--- config.mk ---
export PLATFORM = sky130hd
export DESIGN_NAME = quad_core_machine
export DESIGN_NICKNAME = d
export VERILOG_FILES = /design/src/rtl/quad_core_machine_pkg.sv /design/src/rtl/quad_core_machine_mac.sv /design/src/rtl/quad_core_machine.sv
export SDC_FILE = /design/constraint.sdc
export NUM_CORES = 1
export LEC_CHECK = 0
export ABC_AREA = 1
export BUFFER_PORTS_ARGS = -buffer_cell sky130_fd_sc_hd__buf_4
export CAP_MARGIN = 20
export CORE_UTILIZATION = 40
export DETAILED_ROUTE_END_ITERATION = 10
export MAX_ROUTING_LAYER = met4
export PLACE_DENSITY_LB_ADDON = 0.05
export SLEW_MARGIN = 20
export SYNTH_ARGS = -nofsm -noshare
export SYNTH_HDL_FRONTEND = slang
export SYNTH_SLANG_ARGS = --single-unit
--- constraint.sdc ---
create_clock -name fast_clock -period 9 [get_ports fast_clock]
set_input_delay 1.8 -clock fast_clock [delete_from_list [all_inputs] [get_ports fast_clock]]
set_output_delay 1.8 -clock fast_clock [all_outputs]
set_load 0.03 [all_outputs]
--- src/rtl/quad_core_machine_pkg.sv ---
// Shared types, sizes and constant-matrix generators for the quad-core 4x4 matrix multiplier.
package quad_core_machine_pkg;

    localparam int unsigned N            = 4;
    localparam int unsigned DefaultDataW = 8;
    localparam int unsigned DefaultAccW  = 2 * DefaultDataW + 2;
    localparam int unsigned RunLast      = 18;

    typedef enum logic [1:0] {
        StIdle = 2'd0,
        StLoad = 2'd1,
        StRun  = 2'd2,
        StDone = 2'd3
    } state_e;

    // A[i][k] = 4i+k+1
    function automatic logic [4:0] a_elem(input logic [1:0] i, input logic [1:0] k);
        return {1'b0, i, k} + 5'd1;
    endfunction

    // B[k][j] = 16-(4k+j)
    function automatic logic [4:0] b_elem(input logic [1:0] k, input logic [1:0] j);
        return 5'd16 - {1'b0, k, j};
    endfunction

endpackage

--- src/rtl/quad_core_machine_mac.sv ---
// One MAC core: walks n = 0..15 once t reaches CORE_ID and emits one C-row element every 4 MACs.
module mac_core
    import quad_core_machine_pkg::*;
#(
    parameter int unsigned CORE_ID = 0,
    parameter int unsigned DATA_W  = DefaultDataW,
    parameter int unsigned ACC_W   = 2 * DATA_W + 2
) (
    input  logic             clk,
    input  logic             rst_n,
    input  logic             clear,
    input  logic             run,
    input  logic [4:0]       t,
    output logic             wr_en,
    output logic [1:0]       wr_col,
    output logic [ACC_W-1:0] wr_data
);

    logic [4:0]          n_q, n_d;
    logic [ACC_W-1:0]    acc_q, acc_d;
    logic                active;
    logic [1:0]          k;
    logic [DATA_W-1:0]   a_val, b_val;
    logic [2*DATA_W-1:0] prod;
    logic [ACC_W-1:0]    sum;

    assign k      = n_q[1:0];
    // n_q[4] marks the row as finished after the 16th MAC
    assign active = run && (t >= 5'(CORE_ID)) && !n_q[4];

    assign a_val = DATA_W'(a_elem(2'(CORE_ID), k));
    assign b_val = DATA_W'(b_elem(k, n_q[3:2]));
    assign prod  = (2 * DATA_W)'(a_val) * (2 * DATA_W)'(b_val);
    assign sum   = acc_q + ACC_W'(prod);

    assign wr_en   = active && (k == 2'd3);
    assign wr_col  = n_q[3:2];
    assign wr_data = sum;

    always_comb begin
        n_d   = n_q;
        acc_d = acc_q;
        if (clear) begin
            n_d   = '0;
            acc_d = '0;
        end else if (active) begin
            n_d   = n_q + 5'd1;
            acc_d = (k == 2'd3) ? '0 : sum;
        end
    end

    always_ff @(posedge clk or negedge rst_n) begin
        if (!rst_n) begin
            n_q   <= '0;
            acc_q <= '0;
        end else begin
            n_q   <= n_d;
            acc_q <= acc_d;
        end
    end

endmodule

--- src/rtl/quad_core_machine.sv ---
// Four-core 4x4 matrix-multiply engine: C = A x B over fixed constants, cores staggered by one cycle.
// Optional QCM_PERF_COUNTER_EN adds a cycle_count output counting RUN cycles.
module quad_core_machine
    import quad_core_machine_pkg::*;
#(
    parameter int unsigned DATA_W = DefaultDataW,
    parameter int unsigned ACC_W  = 2 * DATA_W + 2
) (
    input  logic             fast_clock,
    input  logic             rst_n,
    input  logic             start_process,
    output logic             g1,
    output logic             g2,
    output logic             g3,
    output logic [1:0]       status,
`ifdef QCM_PERF_COUNTER_EN
    output logic [15:0]      cycle_count,
`endif
    input  logic [3:0]       rd_addr,
    output logic [ACC_W-1:0] rd_data
);

    state_e           state_q, state_d;
    logic [4:0]       t_q, t_d;
    logic [3:1]       go_q, go_d;
    logic [ACC_W-1:0] c_q [N][N];
    logic [ACC_W-1:0] c_d [N][N];
    logic             load, run;

    logic             wr_en   [N];
    logic [1:0]       wr_col  [N];
    logic [ACC_W-1:0] wr_data [N];

    assign load = (state_q == StLoad);
    assign run  = (state_q == StRun);

    always_comb begin
        state_d = state_q;
        t_d     = t_q;
        go_d    = go_q;
        case (state_q)
            StIdle: if (start_process) state_d = StLoad;
            StLoad: begin
                state_d = StRun;
                t_d     = '0;
                go_d    = '0;
            end
            StRun: begin
                // Flag c rises together with t reaching c, i.e. when core c starts
                for (int c = 1; c < N; c++) begin
                    if (t_q == 5'(c - 1)) go_d[c] = 1'b1;
                end
                if (t_q == 5'(RunLast)) state_d = StDone;
                else                    t_d     = t_q + 5'd1;
            end
            StDone: begin
                if (!start_process) begin
                    state_d = StIdle;
                    go_d    = '0;
                end
            end
            default: state_d = StIdle;
        endcase
    end

    always_comb begin
        c_d = c_q;
        if (load) begin
            for (int i = 0; i < N; i++) begin
                for (int j = 0; j < N; j++) c_d[i][j] = '0;
            end
        end else begin
            for (int i = 0; i < N; i++) begin
                if (wr_en[i]) c_d[i][wr_col[i]] = wr_data[i];
            end
        end
    end

    always_ff @(posedge fast_clock or negedge rst_n) begin
        if (!rst_n) begin
            state_q <= StIdle;
            t_q     <= '0;
            go_q    <= '0;
            for (int i = 0; i < N; i++) begin
                for (int j = 0; j < N; j++) c_q[i][j] <= '0;
            end
        end else begin
            state_q <= state_d;
            t_q     <= t_d;
            go_q    <= go_d;
            c_q     <= c_d;
        end
    end

    for (genvar gi = 0; gi < N; gi++) begin : g_core
        mac_core #(
            .CORE_ID (gi),
            .DATA_W  (DATA_W),
            .ACC_W   (ACC_W)
        ) u_core (
            .clk     (fast_clock),
            .rst_n   (rst_n),
            .clear   (load),
            .run     (run),
            .t       (t_q),
            .wr_en   (wr_en[gi]),
            .wr_col  (wr_col[gi]),
            .wr_data (wr_data[gi])
        );
    end

`ifdef QCM_PERF_COUNTER_EN
    logic [15:0] cnt_q, cnt_d;

    always_comb begin
        cnt_d = cnt_q;
        if (load)     cnt_d = '0;
        else if (run) cnt_d = cnt_q + 16'd1;
    end

    always_ff @(posedge fast_clock or negedge rst_n) begin
        if (!rst_n) cnt_q <= '0;
        else        cnt_q <= cnt_d;
    end

    assign cycle_count = cnt_q;
`endif

    assign status  = state_q;
    assign g1      = go_q[1];
    assign g2      = go_q[2];
    assign g3      = go_q[3];
    assign rd_data = c_q[rd_addr[3:2]][rd_addr[1:0]];

endmodule

* Word-level counts from Yosys, hierarchy flattened
Index checks and enable logic that the tools add are counted.
** Cells by class
- $add $sub $neg :: 17
- Multiply operators :: 4
- $lt $le $gt $ge :: 14
- Equality and inequality tests :: 17
- Muxes and demuxes :: 54
- Bitwise logic cells :: 6
- Reductions and logical operators :: 37
** Operators with widths (count)
- $mux W72 :: 6
- $mux W18 :: 18
- $bwmux W72 :: 4
- $mux W288 :: 1
- $bmux W72 S2 :: 1
- $demux W18 S2 :: 4
- $add A18 B16 Y18 :: 4
- $mux W5 :: 9
- $mul A5 B5 Y10 :: 4
- $bmux W18 S2 :: 1
- $add A5 B1 Y5 const B :: 5
- $sub A5 B4 Y5 const A :: 4
- $ge A3 B3 Y1 const B :: 6
- $not A2 Y3 :: 6
- $reduce_bool A2 Y1 :: 9
- $logic_and A1 B1 Y1 :: 16
- $ne A2 B2 Y1 const B :: 7
- $eq A2 B2 Y1 const B :: 6
- $lt A3 B1 Y1 const B :: 4
- $reduce_and A3 Y1 :: 4
- $add A4 B1 Y5 const B :: 2
- $ge A5 B1 Y1 const B :: 2
- $ge A5 B2 Y1 const B :: 2
- $pmux W5 S2 :: 1
- 16 further kinds :: 23
** Word-level totals
- Bits in registers :: 390
- Input port bits :: 7
- Output and inout port bits :: 23
- Word-level logic and storage cells :: 178

* Longest topological paths before layout
Gate-level depths: netlist of the first run.
- Word-level depth :: 8
- Gate-level depth with buffers :: 31
- Gate-level depth less buffers :: 31

* Hierarchy
Synthesis of the first run repeated with hierarchy kept, for this count alone.
** Second synthesis, totals
- Cell total of the unflattened synthesis :: 2977
- Area total of the unflattened synthesis :: 23417.5 µm²
** By module, submodules not included
- quad_core_machine :: instances 1, cells an instance 1706, area an instance 14226.1 µm², sequential area each 7457.2 µm²
- mac_core (g_core[3].u_core) :: instances 1, cells an instance 331, area an instance 2457.4 µm², sequential area each 575.6 µm²
- mac_core (g_core[1].u_core) :: instances 1, cells an instance 327, area an instance 2344.7 µm², sequential area each 575.6 µm²
- mac_core (g_core[2].u_core) :: instances 1, cells an instance 321, area an instance 2329.7 µm², sequential area each 575.6 µm²
- mac_core (g_core[0].u_core) :: instances 1, cells an instance 292, area an instance 2059.5 µm², sequential area each 575.6 µm²

* Worst setup path before layout of the first run
Ideal clock, no wire load.
- Path kind :: reg-to-reg
- Start :: register g_core[3].u_core.n_q[2]
- End :: register c_q[30] (netlist bit)
- Setup time :: 0.066 ns
- Arrival time :: 5.080 ns
- Data required time :: 8.934 ns
- Path slack :: 3.853 ns
- Stages on the path, launching flop included :: 29
- Buffers on the path :: 0
- Period minus slack after synthesis :: 5.147 ns
- Cell sequence :: dfrtp_1 inv_1 ha_1 inv_1 ha_1 nor2_1 inv_1 fa_1 fa_1 fa_1 inv_1 ha_1 a21oi_1 nand2_1 nand2_1 nand2_1 a21oi_1 xor2_1 inv_1 ha_1 nand2_1 inv_1 nand2_1 nor2_1 nand2_1 nand3_1 xor2_1 nand2_1 nand2_1
** Between the ends
- Longest elaborated chain between the ends :: 8
- Elaborated cells on any way between the ends :: 12
- Those cells by class :: add/sub: 2; mul: 1; order compare: 2; mux: 5; bitwise: 1; reduce/logical: 1
** Ends and longest elaborated chain
- start: declaration :: RTL line quad_core_machine_mac.sv:19 : logic [4:0] n_q, n_d;
- start signal: assignment :: RTL line quad_core_machine_mac.sv:57 : n_q <= n_d;
- parallel branches: the longest is 5 deep, another holds $add A18 B16 Y18
- $bwmux W72 (*) :: RTL line quad_core_machine.sv:74 : if (wr_en[i]) c_d[i][wr_col[i]] = wr_data[i];
- $mux W72 (*) :: RTL line quad_core_machine.sv:74
- $mux W288 (*) :: RTL line quad_core_machine.sv:68 : if (load) begin
- end signal: assignment :: RTL line quad_core_machine.sv:91 : c_q <= c_d;
- end: declaration :: RTL line quad_core_machine.sv:26 : logic [ACC_W-1:0] c_q [N][N];
Mark *: on every way between the ends. The select of a mux whose other input is x is not followed.
A chain may end at the register's enable or synchronous reset.

* Worst setup path in the final report of the first run
- Start :: input port rd_addr[2]
- End :: output port rd_data[16]
** Between the ends
- Longest elaborated chain between the ends :: 7
** Ends and longest elaborated chain
- start: declaration :: RTL line quad_core_machine.sv:19 : input logic [3:0] rd_addr,
- $not A2 Y3 (implied by the code) :: RTL line quad_core_machine.sv:133 : assign rd_data = c_q[rd_addr[3:2]][rd_addr[1:0]];
- $bmux W72 S2 :: RTL line quad_core_machine.sv:133
- $mux W72 (implied by the code) (2 in series) :: RTL line quad_core_machine.sv:133
- $bmux W18 S2 :: RTL line quad_core_machine.sv:133
- $mux W18 (implied by the code) (2 in series) :: RTL line quad_core_machine.sv:133
- end: declaration :: RTL line quad_core_machine.sv:20 : output logic [ACC_W-1:0] rd_data
No other way between the ends. The select of a mux whose other input is x is not followed.

==> summary.md, run 1 <==
| Metric | Value |
|---|---|
| Status | `completed` |
| Top_reg_cell synth | `dfrtp_1` |
| Share of post-route cells with drive strength above 1 | `5.91%` |
| Drt first pass iters | `6` |
| Mapped cell area | `0.0237 mm2` |
| Vias in the first global route | `20.8k` |
| Data required, critical path | `7.20 ns` |
| Top sig layer | `met4` |
| Post-Route M1 WL | `39500 um` |
| Worst skew pair latency | `0.60 ns` |
| Die footprint | `0.0602 mm2` |
| # diodes | `0` |
| R2R Setup Slk | `3.16 ns` |
| Crit-path max cell delay | `0.64 ns` |
| Final Hold Viols | `0` |
| FMAX | `157 MHz` |
| Violation count after the first detailed-route iteration | `1842` |
| RSZ-0062 raised after global routing | `false` |
| Yosys warns | `0` |
| Number of synthesized register bits | `390` |
| Pleak | `13.5 nW` |
| IO Count | `30` |
| Worst slew pin tran | `1.25 ns` |
| Register area share after synthesis | `41.2%` |
| Final Instance Area | `0.0260 mm2` |
| R2R Path Start | `g_core[3].u_core.n_q[2]` |
| Setup TNS | `0 ns` |
| Crit path buf inv count | `4` |
| Period utilization | `70.7%` |
| Clock transition at the registers of the reported paths | `0.06 ns` |
| Power density cells | `381 mW/mm2` |
| Number of max-cap violations | `0` |
| Post-synth EDFFs | `0` |
| GPL Wtd Cong | `0.982` |
| Register share of total power | `22.6%` |
| Hold Buf Count CTS | `0` |
| Crit path max fanout | `73` |
| Arrival @ worst endpoint | `4.56 ns` |
| Min cycle time layout | `6.36 ns` |
| Worst r2r dst | `g_core[3].u_core.acc_q[12]` |
| Synth top area cells | `dfrtp_1 41%, nand2_1 14%, nand3_1 7.4%, ha_1 7.3%, o21ai_0 6.0%` |
| Avg WL per Cell | `22.2 um` |
| GRT Overall Usage | `30.0%` |
| WL final | `85600 um` |
| Area grow syn2layout | `9.85%` |
| Final ANT Viol Nets | `0` |
| Cell variety after synth | `53` |
| Synth Instances | `3079` |
| Crit-path slowest cell | `buf_4` |
| CTS sink cnt | `390` |
| Pint | `4.76 mW` |
| CP endpoint kind | `primary output` |
| Hold Path Sink | `c_q[230]` |
| Max transition margin | `16.0%` |
| Core Footprint | `0.0581 mm2` |
| Htree depth | `2` |
| CTS resizes | `0` |
| Final nets | `3232` |
| Most frequent CP cell | `buf_4` |
| Congestion Overflow GR | `0` |
| Worst hold path class | `reg -> reg` |
| DR WL met2 | `40000 um` |
| First-pass GRT wire length | `131000 um` |
| Fillers | `5970` |
| Vias | `20.9k` |
| Footprint of the multi-input gates | `0.0121 mm2` |
| Met3 Wirelength | `3860 um` |
| Row cnt | `88` |
| Vias per cell | `5.41` |
| Largest delay share family, worst path | `buffers and inverters` |
| Switch Pwr | `5.16 mW` |
| Initial antenna violation count | `3` |
| Crit path launch type | `input port` |
| Clk network pwr share | `19.5%` |
| Setup Skew | `0.0355 ns` |
| Post-synth top area share | `41.2%` |
| Die H | `245 um` |
| Sw Share | `52.0%` |
| Synth Area per Inst | `7.70 um2` |
| Critical path, cell by cell | `buf_4 -> buf_4 -> buf_4 -> o21ai_0 -> o221ai_1 -> nand3_1 -> nand2_1 -> buf_4` |
| CTS tree | `yes` |
| # DRC | `0` |
| Setup violations, final | `0` |
| Worst Reg2Reg Path Length in Cells | `28` |
| Peak supply drop | `0.307 mV` |
| Post-synth ARST share | `100%` |
| TritonCTS Buffers | `47` |
| CP startpoint | `rd_addr[2]` |
| Slew Viols, Final | `0` |
| Combinational Power Share | `58.0%` |
| Crit Path Class | `in -> out` |
| Longest Clk Path Bufs | `3` |
| Register area | `0.00976 mm2` |
| Largest net degree at the start of global routing | `141` |
| Min-delay src | `c_q[230]` |
| Initial Utilization | `40.8%` |
| Die width | `245 um` |
| Root Buffer | `clkbuf_16` |
| Port-buffer cells | `29` |
| Final HPWL DP | `63400 um` |
| Post-CTS Setup Inserts | `0` |
| Synth Net Count | `3250` |
| DP Area | `0.0245 mm2` |
| Dominant cell type by area after synthesis | `dfrtp_1` |
| Worst Hold Depth | `2` |
==> Yosys cell counts, types with 14 or more instances <==
| cell type | instances |
|---|---|
| clkbuf_1 | 52 |
| xnor2_1 | 15 |
| ha_1 | 139 |
| a21oi_1 | 105 |
| nand2_1 | 899 |
| nand3_1 | 351 |
| o21ai_0 | 282 |
| o22ai_1 | 27 |
| xor2_1 | 37 |
| inv_2 | 14 |
| o211ai_1 | 19 |
| buf_2 | 33 |
| fa_1 | 25 |
| o21ai_1 | 14 |
| dfrtp_1 | 390 |
| nor2_1 | 166 |
| o221ai_1 | 35 |
| inv_1 | 335 |
| nor3_1 | 16 |
==> area by class of cell <==
| cell class | count | area share, % |
|---|---|---|
| clock buffers | 66 | 5.11 |
| clock inverters | 19 | 0.745 |
| multi-input cells | 2225 | 46.4 |
| flip-flops and latches | 390 | 37.5 |
| well taps | 765 | 3.68 |
| inverters | 351 | 5.06 |
| repair buffers | 46 | 1.48 |
==> per-layer routing <==
layer | vias to the layer above | GRT usage, %
met4 | 0 | 8.15
met1 | 10248 | 40.6
met3 | 95 | 3.09
li1 | 10020 | -
met5 | - | -
met2 | 528 | 47.6
==> metrics by stage <==
stage	std cells	power (mW)	utilization (%)	hold slack, ns	setup WS [ns]
after floorplan	3079	6.16	-	0.437	3.85
final	3862	9.92	44.8	0.482	2.64
after detailed placement	3776	8.04	42.1	0.469	2.76
after CTS	3861	10.0	44.7	0.484	2.75
after global placement	3776	7.99	42.1	0.467	2.82
after global routing	3862	10.8	44.8	0.507	2.55
==> power by group through the flow <==
stage | clock network (mW) | logic (mW) | registers, mW
2_1_floorplan | 0 | 4.00 | 2.16
3_3_place_gp | 0 | 5.73 | 2.27
3_5_place_dp | 0 | 5.77 | 2.27
4_1_cts | 1.97 | 5.81 | 2.24
5_1_grt | 2.03 | 6.48 | 2.26
6_report | 1.93 | 5.75 | 2.24
==> cells in the final DEF (no fill, tap or decap), types with 3 or more instances in the layout <==
cell type and n:
nor3_1 16, a21o_1 3, or2_2 6, o211ai_1 19, ha_1 138, nand4_1 9, o21ai_1 16, fa_1 25
nand4_4 4, a22o_1 4, clkbuf_1 12, clkbuf_16 48, nor4_4 3, inv_1 335, o21bai_1 7, buf_4 42
dfrtp_1 390, a21oi_1 105, inv_2 15, nor2_4 4, bufinv_16 3, o221ai_1 35, nor2_2 4, nand2_1 899
o21ai_0 280, nand3b_1 10, o22ai_1 27, clkinv_2 11, nand2_2 5, o21ai_2 4, nor2_1 165, and2_1 3
clkbuf_8 6, nand3_1 351, xnor2_1 15, xor2_1 37
==> worst max path at each step <==
stage | cells past startpoint | to | slack (ns)
after global placement | 8 | rd_data[16] | 2.82
after CTS | 8 | rd_data[16] | 2.75
final | 8 | rd_data[16] | 2.64
after floorplan | 28 | c_q[30] | 3.85
after detailed placement | 8 | rd_data[16] | 2.76
after global routing | 8 | rd_data[16] | 2.55
==> sequential cells by signal, indices dropped and copies added (netlist names) <==
signal and count:
g_core.u_core.n_q 20, c_q 288, g_core.u_core.acc_q 72, go_q 3, t_q 5, status 2
==> worst reg2reg max path, delay by kind of cell, from the launching register on <==
family	cells	cell delay, ns
AO/OA/AOI/OAI	2	0.28
XOR/XNOR	2	0.64
adder cells (fa/ha/maj)	7	2.78
buffers and inverters	6	0.51
flip-flops	1	0.46
AND/OR/NAND/NOR	11	1.09
==> cell families (layout without fill, tap and decap cells) <==
kind of cell / after synthesis / count (layout) / synth area share (%)
buffers and inverters: 464 / 482 / 7.89
and+or+nand+nor: 1496 / 1496 / 27.4
xor gates and xnor gates: 52 / 52 / 1.92
other: 1 / 1 / 0.0158
DFF: 390 / 390 / 41.2
adders and majority gates: 164 / 164 / 9.45
AOI/OAI and AO/OA: 512 / 512 / 12.1
Power figures use the tool's default switching activity.
==> inputs of run 2 (changes only) <==
==> constraint.sdc (replaced) <==
create_clock -name fast_clock -period 5.3 [get_ports fast_clock]
set_input_delay 1.06 -clock fast_clock [delete_from_list [all_inputs] [get_ports fast_clock]]
set_output_delay 1.06 -clock fast_clock [all_outputs]
set_load 0.03 [all_outputs]
==> run 2 against run 1 <==
Final cell count increased by 1.5%. Non-clock buffer count is 59 higher. Flip-flop and latch count unchanged. Combinational power increased by 88%. Critical path depth is 18 higher. Clock-buffer cell count fell by 4. Largest power group unchanged.
==> summary.md, run 2 (synthesized netlist as in run 1, its figures left out) <==
| Metric | Value |
|---|---|
| Status | `completed` |
| Footprint of the multi-input gates | `0.0124 mm2 (+2.3%)` |
| Die H | `245 um (unchanged)` |
| DP Area | `0.0249 mm2 (+1.5%)` |
| Setup Skew | `0.0262 ns (-0.00937 ns)` |
| Register area | `0.00976 mm2 (unchanged)` |
| First-pass GRT wire length | `130000 um (-1.3%)` |
| Number of max-cap violations | `0 (unchanged)` |
| Die footprint | `0.0602 mm2 (unchanged)` |
| Port-buffer cells | `29 (unchanged)` |
| Vias in the first global route | `21.0k (+1.2%)` |
| Regs by FF count | `c_q (288), g_core.u_core.acc_q (72), g_core.u_core.n_q (20)` |
| Longest Clk Path Bufs | `3 (unchanged)` |
| Arrival @ worst endpoint | `5.52 ns (+0.96 ns)` |
| Largest register FFs | `288 (unchanged)` |
| Core Footprint | `0.0581 mm2 (unchanged)` |
| Max transition margin | `17.9% (+1.9 points)` |
| Die width | `245 um (unchanged)` |
| Clock transition at the registers of the reported paths | `0.07 ns (about the same)` |
| Row cnt | `88 (unchanged)` |
| Avg WL per Cell | `21.5 um (-2.9%)` |
| Area grow syn2layout | `12.9%` |
| Worst hold path class | `in -> async` |
| Combinational Power Share | `60.8% (+2.8 points)` |
| Most common cell after layout, fill and taps aside | `nand2_1` |
| Htree depth | `2 (unchanged)` |
| Period utilization | `94.6%` |
| Congestion Overflow GR | `0 (unchanged)` |
| Min cycle time layout | `5.01 ns` |
| Clk network pwr share | `18.4% (-1.1 points)` |
| Final HPWL DP | `62700 um (-0.99%)` |
| Largest net degree at the start of global routing | `113 (-20%)` |
| Drt first pass iters | `6 (unchanged)` |
| Register share of total power | `20.8% (-1.8 points)` |
| Data required, critical path | `5.81 ns (-1.39 ns)` |
| Pleak | `13.9 nW (+2.5%)` |
| Initial antenna violation count | `1 (-2)` |
| Setup TNS | `0 ns (unchanged)` |
| WL final | `84500 um (-1.4%)` |
| Worst skew pair latency | `0.60 ns (about the same)` |
| Final Hold Viols | `0 (unchanged)` |
| Commonest cells after routing, fill and taps aside | `886 x nand2_1, 390 x dfrtp_1, 340 x nand3_1` |
| Crit path max fanout | `5 (-93%)` |
| Violation count after the first detailed-route iteration | `1756 (-4.7%)` |
| Slew Viols, Final | `0 (unchanged)` |
| # DRC | `0 (unchanged)` |
| CTS sink cnt | `390 (unchanged)` |
| Sw Share | `50.1% (-1.9 points)` |
| Crit path launch type | `register` |
| Post-layout util | `46.0% (+1.3 points)` |
| RSZ-0062 raised after global routing | `true` |
| Crit Path Class | `reg -> reg` |
| Initial Utilization | `40.8% (unchanged)` |
| Final nets | `3291 (+1.8%)` |
| Pint | `8.87 mW (+86%)` |
| Final Hold Slack | `0.424 ns (-0.0579 ns)` |
| Vias | `21.2k (+1.5%)` |
| CTS tree | `yes` |
| Final ANT Viol Nets | `0 (unchanged)` |
| Power density cells | `665 mW/mm2 (+74%)` |
| Fillers | `5930 (-0.67%)` |
| IO Count | `30 (unchanged)` |
| GRT Overall Usage | `29.2% (-0.72 points)` |
| Switch Pwr | `8.92 mW (+73%)` |
| Root Buffer | `clkbuf_16` |
| FMAX | `199 MHz` |
| Share of post-route cells with drive strength above 1 | `9.51% (+3.6 points)` |
| # diodes | `0 (unchanged)` |
| Largest reg by FF count | `c_q` |
| Worst slew pin tran | `1.22 ns (-0.0278 ns)` |
| CP endpoint kind | `register` |
| Vias per cell | `5.41 (about the same)` |
| GPL Wtd Cong | `1.04 (+5.5%)` |
| TritonCTS Buffers | `47 (unchanged)` |
| Final Instance Area | `0.0268 mm2 (+2.8%)` |
| Peak supply drop | `0.546 mV (+78%)` |
| Setup violations, final | `0 (unchanged)` |
==> run 2: changes by cell type in the layout (fill, tap and decap cells not counted), moves of 5 or more <==
cell,before,now
nand2_1,899,886
inv_1,335,330
xor2_1,37,31
xor2_2,0,5
ha_1,138,129
ha_4,0,7
a21oi_2,1,9
buf_4,42,100
nand3_1,351,340
nand3_2,2,12
a21oi_1,105,97
nand2_2,5,18
==> run 2: layer usage <==
| metal | track usage, % | up-vias | routed length (um) |
|---|---|---|---|
| met5 | - | - | 0 |
| li1 | - | 10174 | - |
| met4 | 9.24 | 0 | 2580 |
| met2 | 45.8 | 610 | 38900 |
| met1 | 37.7 | 10291 | 37300 |
| met3 | 6.12 | 126 | 5710 |
==> run 2: cell type report <==
| type | count | area share [%] |
|---|---|---|
| clock buffer | 62 | 4.83 |
| multi-input combinational | 2225 | 46.2 |
| inverter | 351 | 4.93 |
| tap | 765 | 3.58 |
| clock inverter | 23 | 0.842 |
| sequential | 390 | 36.5 |
| timing repair buffer | 105 | 3.14 |
==> run 2: worst paths after layout <==
| kind | start | to | slack [ns] | depth (start not counted) |
|---|---|---|---|---|
| worst max-delay path | g_core[2].u_core.n_q[3] | c_q[86] | 0.29 | 26 |
| worst min-delay path | rst_n | g_core[2].u_core.acc_q[5] | 0.42 | 1 |
| worst max register to register | g_core[2].u_core.n_q[3] | c_q[86] | 0.29 | 26 |
| worst min register to register | c_q[205] | c_q[205] | 0.47 | 2 |
| max in group asynchronous | rst_n | g_core[3].u_core.acc_q[7] | 3.74 | 2 |
| min in group fast_clock | c_q[205] | c_q[205] | 0.47 | 2 |
==> run 2: worst max-delay path, cell delays in order (launching register included) <==
cell and delay (ns):
dfrtp_1 0.40, inv_1 0.08, ha_1 0.16, inv_1 0.06, ha_1 0.28, or2_2 0.31
fa_1 0.47, fa_1 0.55, inv_1 0.04, ha_1 0.33, ha_4 0.27, a21oi_1 0.13
nand2_1 0.10, buf_4 0.15, xnor2_1 0.12, inv_1 0.06, ha_1 0.30, buf_4 0.15
nand2_1 0.11, inv_1 0.05, nand2_1 0.08, nand3_2 0.15, nand3_1 0.16, nand2_1 0.08
nand2_2 0.12, nand3_1 0.09, o21ai_0 0.12
==> run 2: power groups by stage <==
stage,clock network (mW),registers [mW],logic (mW)
2_1_floorplan,0,3.67,6.79
4_1_cts,3.32,3.70,10.3
5_1_grt,3.44,3.75,12.1
6_report,3.27,3.71,10.8
3_5_place_dp,0,3.75,10.2
3_3_place_gp,0,3.75,10.1
==> run 2: what timing repair did <==
action | 4_1_cts | 5_1_grt
buffers inserted | 0 | 11
endpoints found under the setup margin | 0 | 120
hold buffers | 0 | 0
resized for setup | 0 | 63
==> run 2: per-stage QoR <==
step           cells  power, mW  setup WS [ns]
2_1_floorplan   3079       10.5          0.153
3_3_place_gp    3824       13.9         0.0512
3_5_place_dp    3825       14.0         0.0364
4_1_cts         3910       17.3         0.0193
5_1_grt         3921       19.3        -0.0576
6_report        3921       17.8          0.287
